## src/rtl/seven_sensor_sweep.sv

```systemverilog
// Exhaustive tester for a seven-input "at least two sensors low" voter: sweeps
// all 128 sensor vectors, compares the voter response and reports mismatches.
module seven_sensor_sweep #(
    parameter int unsigned SETTLE = 1
) (
    input  logic       Clock,
    input  logic       Reset,
    input  logic       Start,
    input  logic       FIn,
    output logic       X1,
    output logic       X2,
    output logic       X3,
    output logic       X4,
    output logic       X5,
    output logic       X6,
    output logic       X7,
    output logic       Busy,
    output logic       Done,
    output logic       Pass,
    output logic [7:0] MismatchCount,
    output logic       FailSeen,
    output logic [6:0] FirstFail
);

    typedef enum logic [1:0] {
        IDLE,
        HOLD,
        DONE
    } state_t;

    localparam logic [3:0] SETTLE_CNT = 4'(SETTLE);

    state_t     state_q;
    state_t     state_d;
    logic [6:0] vec_q;
    logic [6:0] x_q;
    logic [3:0] hold_q;
    logic [7:0] mismatch_q;
    logic       fail_seen_q;
    logic [6:0] first_fail_q;

    logic       run_start;
    logic       sample;
    logic       expected;
    logic       mismatch;
    logic       last_vec;

    assign run_start = (state_q != HOLD) && Start;
    assign sample    = (state_q == HOLD) && (hold_q == SETTLE_CNT);
    assign expected  = ($countones(vec_q) <= 5);
    assign mismatch  = sample && (FIn != expected);
    assign last_vec  = (vec_q == 7'd127);

    always_ff @(posedge Clock) begin
        if (Reset) begin
            state_q <= IDLE;
        end else begin
            state_q <= state_d;
        end
    end

    always_comb begin
        state_d = state_q;
        case (state_q)
            IDLE:    if (Start) state_d = HOLD;
            HOLD:    if (sample && last_vec) state_d = DONE;
            DONE:    if (Start) state_d = HOLD;
            default: state_d = IDLE;
        endcase
    end

    always_comb begin
        Busy = (state_q == HOLD);
        Done = (state_q == DONE);
        Pass = (state_q == DONE) && (mismatch_q == 8'd0);
    end

    // The sensor pattern lives in its own register so X never sees a
    // combinational path from Start or FIn; it parks at all-ones outside a run.
    always_ff @(posedge Clock) begin
        if (Reset) begin
            vec_q        <= 7'd0;
            x_q          <= 7'h7F;
            hold_q       <= 4'd0;
            mismatch_q   <= 8'd0;
            fail_seen_q  <= 1'b0;
            first_fail_q <= 7'd0;
        end else if (run_start) begin
            vec_q        <= 7'd0;
            x_q          <= 7'd0;
            hold_q       <= 4'd0;
            mismatch_q   <= 8'd0;
            fail_seen_q  <= 1'b0;
            first_fail_q <= 7'd0;
        end else if (state_q == HOLD) begin
            if (sample) begin
                hold_q <= 4'd0;
                if (last_vec) begin
                    x_q <= 7'h7F;
                end else begin
                    vec_q <= vec_q + 7'd1;
                    x_q   <= vec_q + 7'd1;
                end
            end else begin
                hold_q <= hold_q + 4'd1;
            end
            if (mismatch) begin
                if (mismatch_q != 8'hFF) begin
                    mismatch_q <= mismatch_q + 8'd1;
                end
                if (!fail_seen_q) begin
                    fail_seen_q  <= 1'b1;
                    first_fail_q <= vec_q;
                end
            end
        end
    end

    assign X1 = x_q[0];
    assign X2 = x_q[1];
    assign X3 = x_q[2];
    assign X4 = x_q[3];
    assign X5 = x_q[4];
    assign X6 = x_q[5];
    assign X7 = x_q[6];

    assign MismatchCount = mismatch_q;
    assign FailSeen      = fail_seen_q;
    assign FirstFail     = first_fail_q;

endmodule
```

## config.mk

```make
export PLATFORM = sky130hd
export DESIGN_NAME = seven_sensor_sweep
export DESIGN_NICKNAME = d
export VERILOG_FILES = /design/src/rtl/seven_sensor_sweep.sv
export SDC_FILE = /design/constraint.sdc
export NUM_CORES = 1
export LEC_CHECK = 0
export ABC_AREA = 1
export CELL_PAD_IN_SITES_DETAIL_PLACEMENT = 0
export CELL_PAD_IN_SITES_GLOBAL_PLACEMENT = 1
export CORE_UTILIZATION = 43
export CTS_BUF_LIST = sky130_fd_sc_hd__clkbuf_8
export DETAILED_ROUTE_END_ITERATION = 6
export PLACE_DENSITY_LB_ADDON = 0.1
export SKIP_CTS_REPAIR_TIMING = 1
export SYNTH_ARGS = -nofsm -noshare
export SYNTH_HDL_FRONTEND = slang
export SYNTH_SLANG_ARGS = --single-unit
```

## constraint.sdc

```tcl
create_clock -name Clock -period 5.7 [get_ports Clock]
set_input_delay 0.57 -clock Clock [delete_from_list [all_inputs] [get_ports Clock]]
set_output_delay 0.57 -clock Clock [all_outputs]
set_load 0.01 [all_outputs]
```

==> results.yml, run 1 <==
synthesis:
  yosys_register_bits: 36
  synthFlopType: "sky130_fd_sc_hd__dfxtp_1"
  share_of_the_synthesized_area_in_the_top_cell_type_pct: 38.8
  synth_cell_types: 25
  postSynthNetCount: 258
  post-synth-top-area-cell: "sky130_fd_sc_hd__dfxtp_1"
  postSynthCellCount: 245
  synth_enable_flop_cells: 0
  asyncSetResetFlopFracSynth_pct: 0
  yosysWarnings: 0
  avgSynthCellArea_sq_um: 7.58
  ys_top_cells_by_area: "sky130_fd_sc_hd__dfxtp_1, sky130_fd_sc_hd__nand2_1, sky130_fd_sc_hd__a21oi_1, sky130_fd_sc_hd__nand3_1, sky130_fd_sc_hd__fa_1"
  synthesis.area_sq_um: 1860
  synth.yosys.seq_area_share_pct: 38.8
global_routing:
  maximum_number_of_pins_on_one_net_before_global_route_repair: 21
  number_of_global_route_vias_before_repair: 1423
  overflow: 0
  grtUsageTotal_pct: 19.1
  grt_antenna_before_repair: 0
  wire_length_of_the_first_global_routing_pass_um: 6470
clock_tree:
  root_buffer: "sky130_fd_sc_hd__clkbuf_8"
  ctsHtreeMaxLevel: 2
  number_of_cts_inserted_buffers: 5
  cts_tree: "built"
  worst_setup_hold_path_clk_slew_ps: 70
  clkLatencyLatePin_ps: 280
  number_of_buffers_on_the_longest_clock_path: 2
  cts_sinks: 36
floorplan:
  die_y_um: 67.7
  core.rowCount: 23
  floorplan.die.width_um: 67.7
  placeableCoreArea_sq_um: 4090
  fp.dieArea_sq_um: 4580
  starting_density_of_the_core_pct: 45.4
  design.portCount: 30
place:
  place_area_sq_um: 2180
  routabilityCongestion: 0.754
  place_hpwl_um: 2750
  io_buffers: 29
final_layout:
  area_growth_pct: 22.4
  final_net_count: 291
  stdcell_area_sq_um: 2270
  antenna-diode-count: 0
  drive_above_1_share_pct: 8.24
sta:
  timing.final.crit_share_pct: 56.6
  fin_worst_skew_ps: 5.46
  max_slew.worst_pin.slew_ps: 696
  rsz0062_at_grt: "false"
  timing.final.hold_violations: 0
  final_max_slew_viol_count: 0
  finalSetupViolations: 0
  final.min_clock_period_ps: 3220
  finalSetupTns_ps: 0
  fmaxAchievable_mhz: 310
  max_slew_margin_pct: 53.5
detailed_routing:
  drt-pass1-iter-count: 4
  vias_per_cell: 4.92
  wl_per_cell_um: 11.8
  detail_route.wirelength_um: 3880
  detail_route.iter0.violations: 96
  drc: 0
  via_count: 1619
  antenna_left: 0
worst_setup_path:
  r2r_end: "FirstFail[0]$_SDFFE_PP0P_"
  setup.reg_to_reg.worst_slack_ps: 2480
  critPathArrivalTime_ps: 3360
  worstPathMaxFanout: 8
  data_required_time_at_the_worst_endpoint_ps: 5840
  timing.critical_path.from_type: "register"
  endpoint_kind: "register"
  cp-startpoint: "vec_q[0]$_SDFFE_PP0P_"
  critical_path_class: "register to register"
  r2r_worst_path_depth: 12
  worst_r2r_startpoint: "vec_q[0]$_SDFFE_PP0P_"
power_and_ir_drop:
  sw_frac_of_total_pct: 24.6
  vdd_ir_drop_max_mv: 0.102
  fraction_of_power_consumed_by_the_clock_network_pct: 37.6
  power_density_nw_per_um2: 217
  netSwitchingPower_uw: 121
  total_internal_power_uw: 372
  power_frac_seq_pct: 53.1
  cellLeakagePower_nw: 0.873
  comb_power_share_pct: 9.2
run:
  cap_viol_max_count: 0
worst_hold_path:
  hold_class: "register to register"
  hold-path-cell-count: 2
  min_to: "FirstFail[4]$_SDFFE_PP0P_"
  hold_start: "FirstFail[4]$_SDFFE_PP0P_"
run_status:
  status: "completed"
==> routing by layer <==
| layer | global-route usage [%] | vias up | wire length [um] |
|---|---|---|---|
| li1 | - | 857 | - |
| met1 | 24.8 | 731 | 1960 |
| met2 | 30.8 | 26 | 1750 |
| met3 | 3.55 | 5 | 118 |
| met4 | 7.18 | 0 | 45 |
| met5 | 0 | - | 0 |
==> worst max path at each step <==
stage	slack, ps	depth (start not counted)	to
final	2480	12	FirstFail[0]$_SDFFE_PP0P_
after global routing	2240	12	FirstFail[3]$_SDFFE_PP0P_
after CTS	2470	12	FirstFail[1]$_SDFFE_PP0P_
after detailed placement	2490	12	FirstFail[6]$_SDFFE_PP0P_
after global placement	2530	12	FirstFail[5]$_SDFFE_PP0P_
after floorplan	2750	12	FirstFail[0]$_SDFFE_PP0P_
==> cell type report <==
| type | count | area, sq um |
|---|---|---|
| Sequential cell | 36 | 721 |
| Inverter | 27 | 101 |
| Clock buffer | 6 | 82.6 |
| Multi-Input combinational cell | 179 | 1010 |
| Clock inverter | 2 | 7.51 |
| Fill cell | 418 | 1810 |
| Tap cell | 50 | 62.6 |
| Timing Repair Buffer | 29 | 290 |
==> cell usage after synthesis (4+ instances only) <==
library cell	n
sky130_fd_sc_hd__o21ai_0	9
sky130_fd_sc_hd__dfxtp_1	36
sky130_fd_sc_hd__nor2_1	11
sky130_fd_sc_hd__nor2_4	4
sky130_fd_sc_hd__xnor2_1	4
sky130_fd_sc_hd__a21oi_1	27
sky130_fd_sc_hd__nand3_1	21
sky130_fd_sc_hd__ha_1	5
sky130_fd_sc_hd__xor2_1	4
sky130_fd_sc_hd__o21ai_1	4
sky130_fd_sc_hd__fa_1	4
sky130_fd_sc_hd__inv_1	21
sky130_fd_sc_hd__nand2_1	70
==> flip-flops by register name (all words and copies together), names as in the netlist <==
register       flops
x_q                7
MismatchCount      8
vec_q              7
state_q            2
hold_q             4
FirstFail          7
FailSeen           1
==> metrics by stage <==
stage                     setup slack [ps]  power (mW)  hold WS (ps)  utilization [%]  std cells
after floorplan                       2750       0.298           473                -        245
after global placement                2530       0.314           442             53.4        321
after detailed placement              2490       0.314           449             53.4        321
after CTS                             2470       0.497           464             55.6        329
after global routing                  2240       0.513           474             55.6        329
final                                 2480       0.494           460             55.6        329
==> power groups by stage <==
| stage | Sequential, mW | Combinational (mW) | Clock [mW] |
|---|---|---|---|
| 2_1_floorplan | 0.270 | 0.0276 | 0 |
| 3_3_place_gp | 0.268 | 0.0458 | 0 |
| 3_5_place_dp | 0.268 | 0.0461 | 0 |
| 4_1_cts | 0.262 | 0.0462 | 0.189 |
| 5_1_grt | 0.264 | 0.0507 | 0.199 |
| 6_report | 0.262 | 0.0455 | 0.186 |
==> layout by cell type, fill, tap and decap left out, drive strengths merged <==
cell type      Yosys  routed
a21oi             27      27
clkbuf             0       6
clkdlybuf4s50      0      29
clkinv             3       3
dfxtp             36      36
fa                 4       4
ha                 5       5
inv               24      26
nand2             73      73
nand3             23      23
nand4              2       2
nor2              20      20
nor3               3       3
o2111ai            1       1
o21ai             13      13
xnor2              4       4
xor2               4       4
==> worst max-delay path, stage by stage (launching register included) <==
cell                      delay, ps
sky130_fd_sc_hd__dfxtp_1        380
sky130_fd_sc_hd__fa_1           560
sky130_fd_sc_hd__inv_1           50
sky130_fd_sc_hd__fa_1           450
sky130_fd_sc_hd__fa_1           370
sky130_fd_sc_hd__inv_1           80
sky130_fd_sc_hd__fa_1           450
sky130_fd_sc_hd__nand3_1        100
sky130_fd_sc_hd__nand2_1         80
sky130_fd_sc_hd__nor2_4         200
sky130_fd_sc_hd__nand2_1        190
sky130_fd_sc_hd__nand2_1        110
sky130_fd_sc_hd__a21oi_1         60
==> cell families after synthesis <==
family                     Yosys count  share of synthesized area [%]
AOI/OAI and AO/OA                   41                           11.3
adders and majority gates            9                           7.68
and+or+nand+nor                    121                           31.6
buffers and inverters               30                           6.87
DFF                                 36                           38.8
xor gates and xnor gates             8                           3.77
Note: power is estimated with default switching activity, not from simulation.
==> run 2, diff against run 1 <==
--- a/config.mk
+++ b/config.mk
@@ -8,7 +8,7 @@
 export ABC_AREA = 1
 export CELL_PAD_IN_SITES_DETAIL_PLACEMENT = 0
 export CELL_PAD_IN_SITES_GLOBAL_PLACEMENT = 1
-export CORE_UTILIZATION = 43
+export CORE_UTILIZATION = 36
 export CTS_BUF_LIST = sky130_fd_sc_hd__clkbuf_8
 export DETAILED_ROUTE_END_ITERATION = 6
 export PLACE_DENSITY_LB_ADDON = 0.1
==> constraint.sdc (replaced) <==
create_clock -name Clock -period 2.85 [get_ports Clock]
set_input_delay 0.285 -clock Clock [delete_from_list [all_inputs] [get_ports Clock]]
set_output_delay 0.285 -clock Clock [all_outputs]
set_load 0.01 [all_outputs]
==> results.yml, run 2 (synthesis results as in run 1) <==
global_routing:
  wire_length_of_the_first_global_routing_pass_um: 6720
  maximum_number_of_pins_on_one_net_before_global_route_repair: 20
  number_of_global_route_vias_before_repair: 1455
  grtUsageTotal_pct: 15.9
  grt_antenna_before_repair: 0
  overflow: 0
final_layout:
  largest_register_ff_count: 8
  most-common-layout-cells: "sky130_fd_sc_hd__nand2_1, sky130_fd_sc_hd__dfxtp_1, sky130_fd_sc_hd__clkdlybuf4s50_1"
  antenna-diode-count: 0
  final_net_count: 299
  stdcell_area_sq_um: 2390
  mostFrequentLayoutCell: "sky130_fd_sc_hd__nand2_1"
  area_growth_pct: 28.8
  drive_above_1_share_pct: 16.4
sta:
  max_slew.worst_pin.slew_ps: 385
  fin_worst_skew_ps: 6.55
  timing.final.crit_share_pct: 104
  max_slew_margin_pct: 74.3
  timing.final.hold_violations: 0
  rsz0062_at_grt: "true"
  final_max_slew_viol_count: 0
  final.min_clock_period_ps: 2960
  finalSetupViolations: 15
  fmaxAchievable_mhz: 338
  timing.final.ws_setup_ps: -108
clock_tree:
  root_buffer: "sky130_fd_sc_hd__clkbuf_8"
  worst_setup_hold_path_clk_slew_ps: 70
  number_of_buffers_on_the_longest_clock_path: 2
  clkLatencyLatePin_ps: 280
  cts_tree: "built"
  ctsHtreeMaxLevel: 2
  cts_sinks: 36
  number_of_cts_inserted_buffers: 5
place:
  dp_slack_ps: -155
  place_area_sq_um: 2270
  place_hpwl_um: 2960
  routabilityCongestion: 0.788
  io_buffers: 29
worst_setup_path:
  critPathArrivalTime_ps: 3170
  critical_path_class: "register to register"
  endpoint_kind: "register"
  timing.critical_path.cells: "fa_1 -> inv_1 -> fa_1 -> fa_2 -> inv_2 -> fa_1 -> nand2_1 -> nand2_1 -> nand2_2 -> nand2_2 -> nor2_4 -> nand2_1 -> a21oi_2"
  critical_path.slowest_cell: "sky130_fd_sc_hd__fa_1"
  worstPathMaxFanout: 8
  data_required_time_at_the_worst_endpoint_ps: 3060
  timing.critical_path.from_type: "register"
  slowest_delay_ps: 520
run_status:
  status: "finished with violations"
  violations: "negative setup slack"
floorplan:
  placeableCoreArea_sq_um: 4850
  fp.dieArea_sq_um: 5450
  starting_density_of_the_core_pct: 38.3
  core.rowCount: 25
  floorplan.die.width_um: 73.8
  die_y_um: 73.8
  design.portCount: 30
worst_hold_path:
  hold_class: "register to register"
detailed_routing:
  drc: 0
  via_count: 1640
  detail_route.iter0.violations: 33
  antenna_left: 0
  wl_per_cell_um: 11.2
  drt-pass1-iter-count: 4
  detail_route.wirelength_um: 3960
  vias_per_cell: 4.65
power_and_ir_drop:
  vdd_ir_drop_max_mv: 0.160
  cellLeakagePower_nw: 0.909
  power_density_nw_per_um2: 398
run:
  cap_viol_max_count: 0
==> run 2: final timing paths <==
check	end	startpoint	slack (ps)	depth (start not counted)
worst min register to register	x_q[1]$_SDFFE_PP1P_	x_q[1]$_SDFFE_PP1P_	460	2
worst min-delay path	x_q[1]$_SDFFE_PP1P_	x_q[1]$_SDFFE_PP1P_	460	2
worst max register to register	MismatchCount[0]$_SDFFE_PP0P_	vec_q[0]$_SDFFE_PP0P_	-110	13
worst max-delay path	MismatchCount[0]$_SDFFE_PP0P_	vec_q[0]$_SDFFE_PP0P_	-110	13
==> run 2: power breakdown <==
group | switching (mW) | internal (mW)
registers | 0.00838 | 0.516
clock network | 0.168 | 0.163
logic | 0.0551 | 0.0418
==> run 2: critical path: cells and delay by family, from the launching register on <==
kind / cells / cell delay (ps)
AOI/OAI and AO/OA: 1 / 120
adders and majority gates: 4 / 1750
buffers and inverters: 2 / 110
DFF: 1 / 330
and+or+nand+nor: 6 / 580
==> run 2: routing by layer <==
metal / wire, um / global-route usage (%) / part of all wire (%)
met3: 105 / 3.29 / 2.7
met1: 2000 / 22.1 / 50
met2: 1840 / 25.3 / 46
met4: 19 / 3.85 / 0.48
met5: 0 / 0 / 0
==> run 2: layout make-up <==
| cell class | count | area (sq um) |
|---|---|---|
| Timing Repair Buffer | 37 | 350 |
| Clock buffer | 5 | 68.8 |
| Sequential cell | 36 | 722 |
| Fill cell | 515 | 2460 |
| Inverter | 27 | 101 |
| Multi-Input combinational cell | 179 | 1060 |
| Tap cell | 67 | 83.8 |
| Clock inverter | 2 | 8.76 |
==> run 2: metrics by stage <==
step / utilization, % / hold slack (ps) / total power [mW] / TNS [ps] / instances
after CTS: 48.4 / 466 / 0.974 / -1810 / 352
after global placement: 46.8 / 446 / 0.633 / -1190 / 345
after floorplan: - / 354 / 0.596 / -123 / 245
after global routing: 49.3 / 481 / 1.01 / -3500 / 353
final: 49.3 / 464 / 0.952 / -1200 / 353
after detailed placement: 46.8 / 453 / 0.633 / -1800 / 345
==> run 3, diff against run 2 <==
--- a/config.mk
+++ b/config.mk
@@ -8,6 +8,7 @@
 export ABC_AREA = 1
 export CELL_PAD_IN_SITES_DETAIL_PLACEMENT = 0
 export CELL_PAD_IN_SITES_GLOBAL_PLACEMENT = 1
+export CORE_MARGIN = 3
 export CORE_UTILIZATION = 36
 export CTS_BUF_LIST = sky130_fd_sc_hd__clkbuf_8
 export DETAILED_ROUTE_END_ITERATION = 6
==> constraint.sdc (replaced) <==
create_clock -name Clock -period 2.85 [get_ports Clock]
set_input_delay 0.4275 -clock Clock [delete_from_list [all_inputs] [get_ports Clock]]
set_output_delay 0.4275 -clock Clock [all_outputs]
set_load 0.01 [all_outputs]
==> results.yml, run 3 (synthesis results as in run 1) <==
worst_setup_path:
  timing.critical_path.cells: "fa_1 -> inv_1 -> fa_1 -> fa_2 -> inv_2 -> fa_2 -> nand2_2 -> nand2_2 -> nand2_4 -> nand2_4 -> nor2_4 -> nand2_1 -> a21oi_1"
  critPathArrivalTime_ps: 3210
  setup.reg_to_reg.worst_slack_ps: -140
  critical_path.slowest_cell: "sky130_fd_sc_hd__fa_1"
  r2r_end: "MismatchCount[0]$_SDFFE_PP0P_"
  worstPathMaxFanout: 8
  critPathBufInv: 2
  path_depth: 13
  r2r_worst_path_depth: 13
  endpoint_kind: "register"
  data_required_time_at_the_worst_endpoint_ps: 3070
  cell_class_contributing_the_biggest_share_of_worst_path_delay: "adder cells"
  timing.critical_path.from_type: "register"
  critical_path_class: "register to register"
  slowest_delay_ps: 530
  worst_r2r_startpoint: "vec_q[0]$_SDFFE_PP0P_"
sta:
  timing.final.hold_violations: 0
  rsz0062_at_grt: "true"
  final_max_slew_viol_count: 0
  max_slew.worst_pin.slew_ps: 404
  timing.final.crit_share_pct: 105
  fmaxAchievable_mhz: 334
  fin_worst_skew_ps: 7.09
  final.min_clock_period_ps: 2990
  finalSetupViolations: 16
  max_slew_margin_pct: 73.1
  timing.final.ws_setup_ps: -140
detailed_routing:
  wl_per_cell_um: 11.8
  drt-pass1-iter-count: 4
  detail_route.wirelength_um: 4190
  antenna_left: 0
  detail_route.iter0.violations: 40
  via_count: 1643
  drc: 0
  vias_per_cell: 4.64
power_and_ir_drop:
  cellLeakagePower_nw: 0.927
  power.total_mw: 1.01
  vdd_ir_drop_max_mv: 0.281
  power_density_nw_per_um2: 417
final_layout:
  layout.filler_cells: 504
  multiInputGateArea_sq_um: 1070
  mostFrequentLayoutCell: "sky130_fd_sc_hd__nand2_1"
  largest_register_ff_count: 8
  antenna-diode-count: 0
  layout.area.seq_sq_um: 722
  drive_above_1_share_pct: 17.8
  area_growth_pct: 31.2
  final_net_count: 300
  most-common-layout-cells: "sky130_fd_sc_hd__nand2_1, sky130_fd_sc_hd__dfxtp_1, sky130_fd_sc_hd__clkdlybuf4s50_1"
floorplan:
  die_y_um: 77.8
  floorplan.die.width_um: 77.8
  placeableCoreArea_sq_um: 4850
  fp.dieArea_sq_um: 6060
  starting_density_of_the_core_pct: 38.3
  design.portCount: 30
  core.rowCount: 25
clock_tree:
  worst_setup_hold_path_clk_slew_ps: 70
  cts_tree: "built"
  number_of_cts_inserted_buffers: 5
  cts_sinks: 36
  root_buffer: "sky130_fd_sc_hd__clkbuf_8"
  number_of_buffers_on_the_longest_clock_path: 2
  clkLatencyLatePin_ps: 290
  ctsHtreeMaxLevel: 2
global_routing:
  overflow: 0
  maximum_number_of_pins_on_one_net_before_global_route_repair: 20
  number_of_global_route_vias_before_repair: 1568
  grt_antenna_before_repair: 0
  wire_length_of_the_first_global_routing_pass_um: 7220
  grtUsageTotal_pct: 14.7
worst_hold_path:
  min_to: "x_q[1]$_SDFFE_PP1P_"
  hold_start: "x_q[1]$_SDFFE_PP1P_"
  hold_class: "register to register"
  hold-path-cell-count: 2
run_status:
  violations: "negative setup slack"
  status: "finished with violations"
place:
  routabilityCongestion: 0.796
  dp_slack_ps: -156
  place_hpwl_um: 3080
  io_buffers: 29
run:
  cap_viol_max_count: 0
run 3: cell types whose count changed in the layout (fill, tap and decap cells not counted), moves of 2 or more:
| cell | change |
|---|---|
| sky130_fd_sc_hd__a21oi_1 | +3 |
| sky130_fd_sc_hd__a21oi_2 | -3 |
| sky130_fd_sc_hd__nand2_1 | -3 |
| sky130_fd_sc_hd__clkbuf_8 | +2 |
| sky130_fd_sc_hd__nand2_4 | +2 |
run 3: per-stage QoR:
stage / TNS (ps) / util (%) / area, sq um / hold WS, ps / cells
5_1_grt: -4040 / 50.2 / 2440 / 485 / 354
2_1_floorplan: -123 / - / 1870 / 473 / 245
6_report: -1780 / 50.2 / 2440 / 459 / 354
3_3_place_gp: -1390 / 47.0 / 2280 / 446 / 346
3_5_place_dp: -1920 / 47.0 / 2280 / 447 / 346
4_1_cts: -2160 / 49.0 / 2370 / 464 / 353
run 3: worst register-to-register path, delay by kind of cell (launching register included):
family,cells,cell delay (ps)
AOI/OAI and AO/OA,1,140
adders and majority gates,4,1790
buffers and inverters,2,110
DFF,1,330
and+or+nand+nor,6,560
run 3: cell type report:
class,count,area share (%)
Inverter,27,4.16
Clock buffer,7,3.95
Tap cell,67,3.44
Multi-Input combinational cell,179,44.0
Timing Repair Buffer,38,14.8
Sequential cell,36,29.6
run 3: report_power, final:
group          total [mW]  internal (mW)  switching (mW)
clock network       0.391          0.215           0.175
logic              0.0997         0.0426          0.0571
registers           0.524          0.516         0.00839
total                1.01          0.774           0.241
run 3: how the worst max path moves through the flow:
| stage | startpoint | endpoint | slack (ps) |
|---|---|---|---|
| global route | vec_q[0]$_SDFFE_PP0P_ | MismatchCount[5]$_SDFFE_PP0P_ | -270 |
| finish | vec_q[0]$_SDFFE_PP0P_ | MismatchCount[0]$_SDFFE_PP0P_ | -140 |
| floorplan | vec_q[0]$_SDFFE_PP0P_ | MismatchCount[3]$_SDFFE_PP0P_ | -20 |
| global placement | vec_q[0]$_SDFFE_PP0P_ | MismatchCount[0]$_SDFFE_PP0P_ | -110 |
| CTS | vec_q[0]$_SDFFE_PP0P_ | MismatchCount[5]$_SDFFE_PP0P_ | -170 |
| detailed placement | vec_q[0]$_SDFFE_PP0P_ | MismatchCount[1]$_SDFFE_PP0P_ | -160 |
run 3: routing by layer:
metal | track usage, % | wire (um) | vias up
li1 | - | - | 873
met1 | 19.3 | 2040 | 742
met2 | 23.8 | 1980 | 23
met3 | 3.13 | 110 | 5
met4 | 5.34 | 56 | 0
met5 | 0 | 0 | -
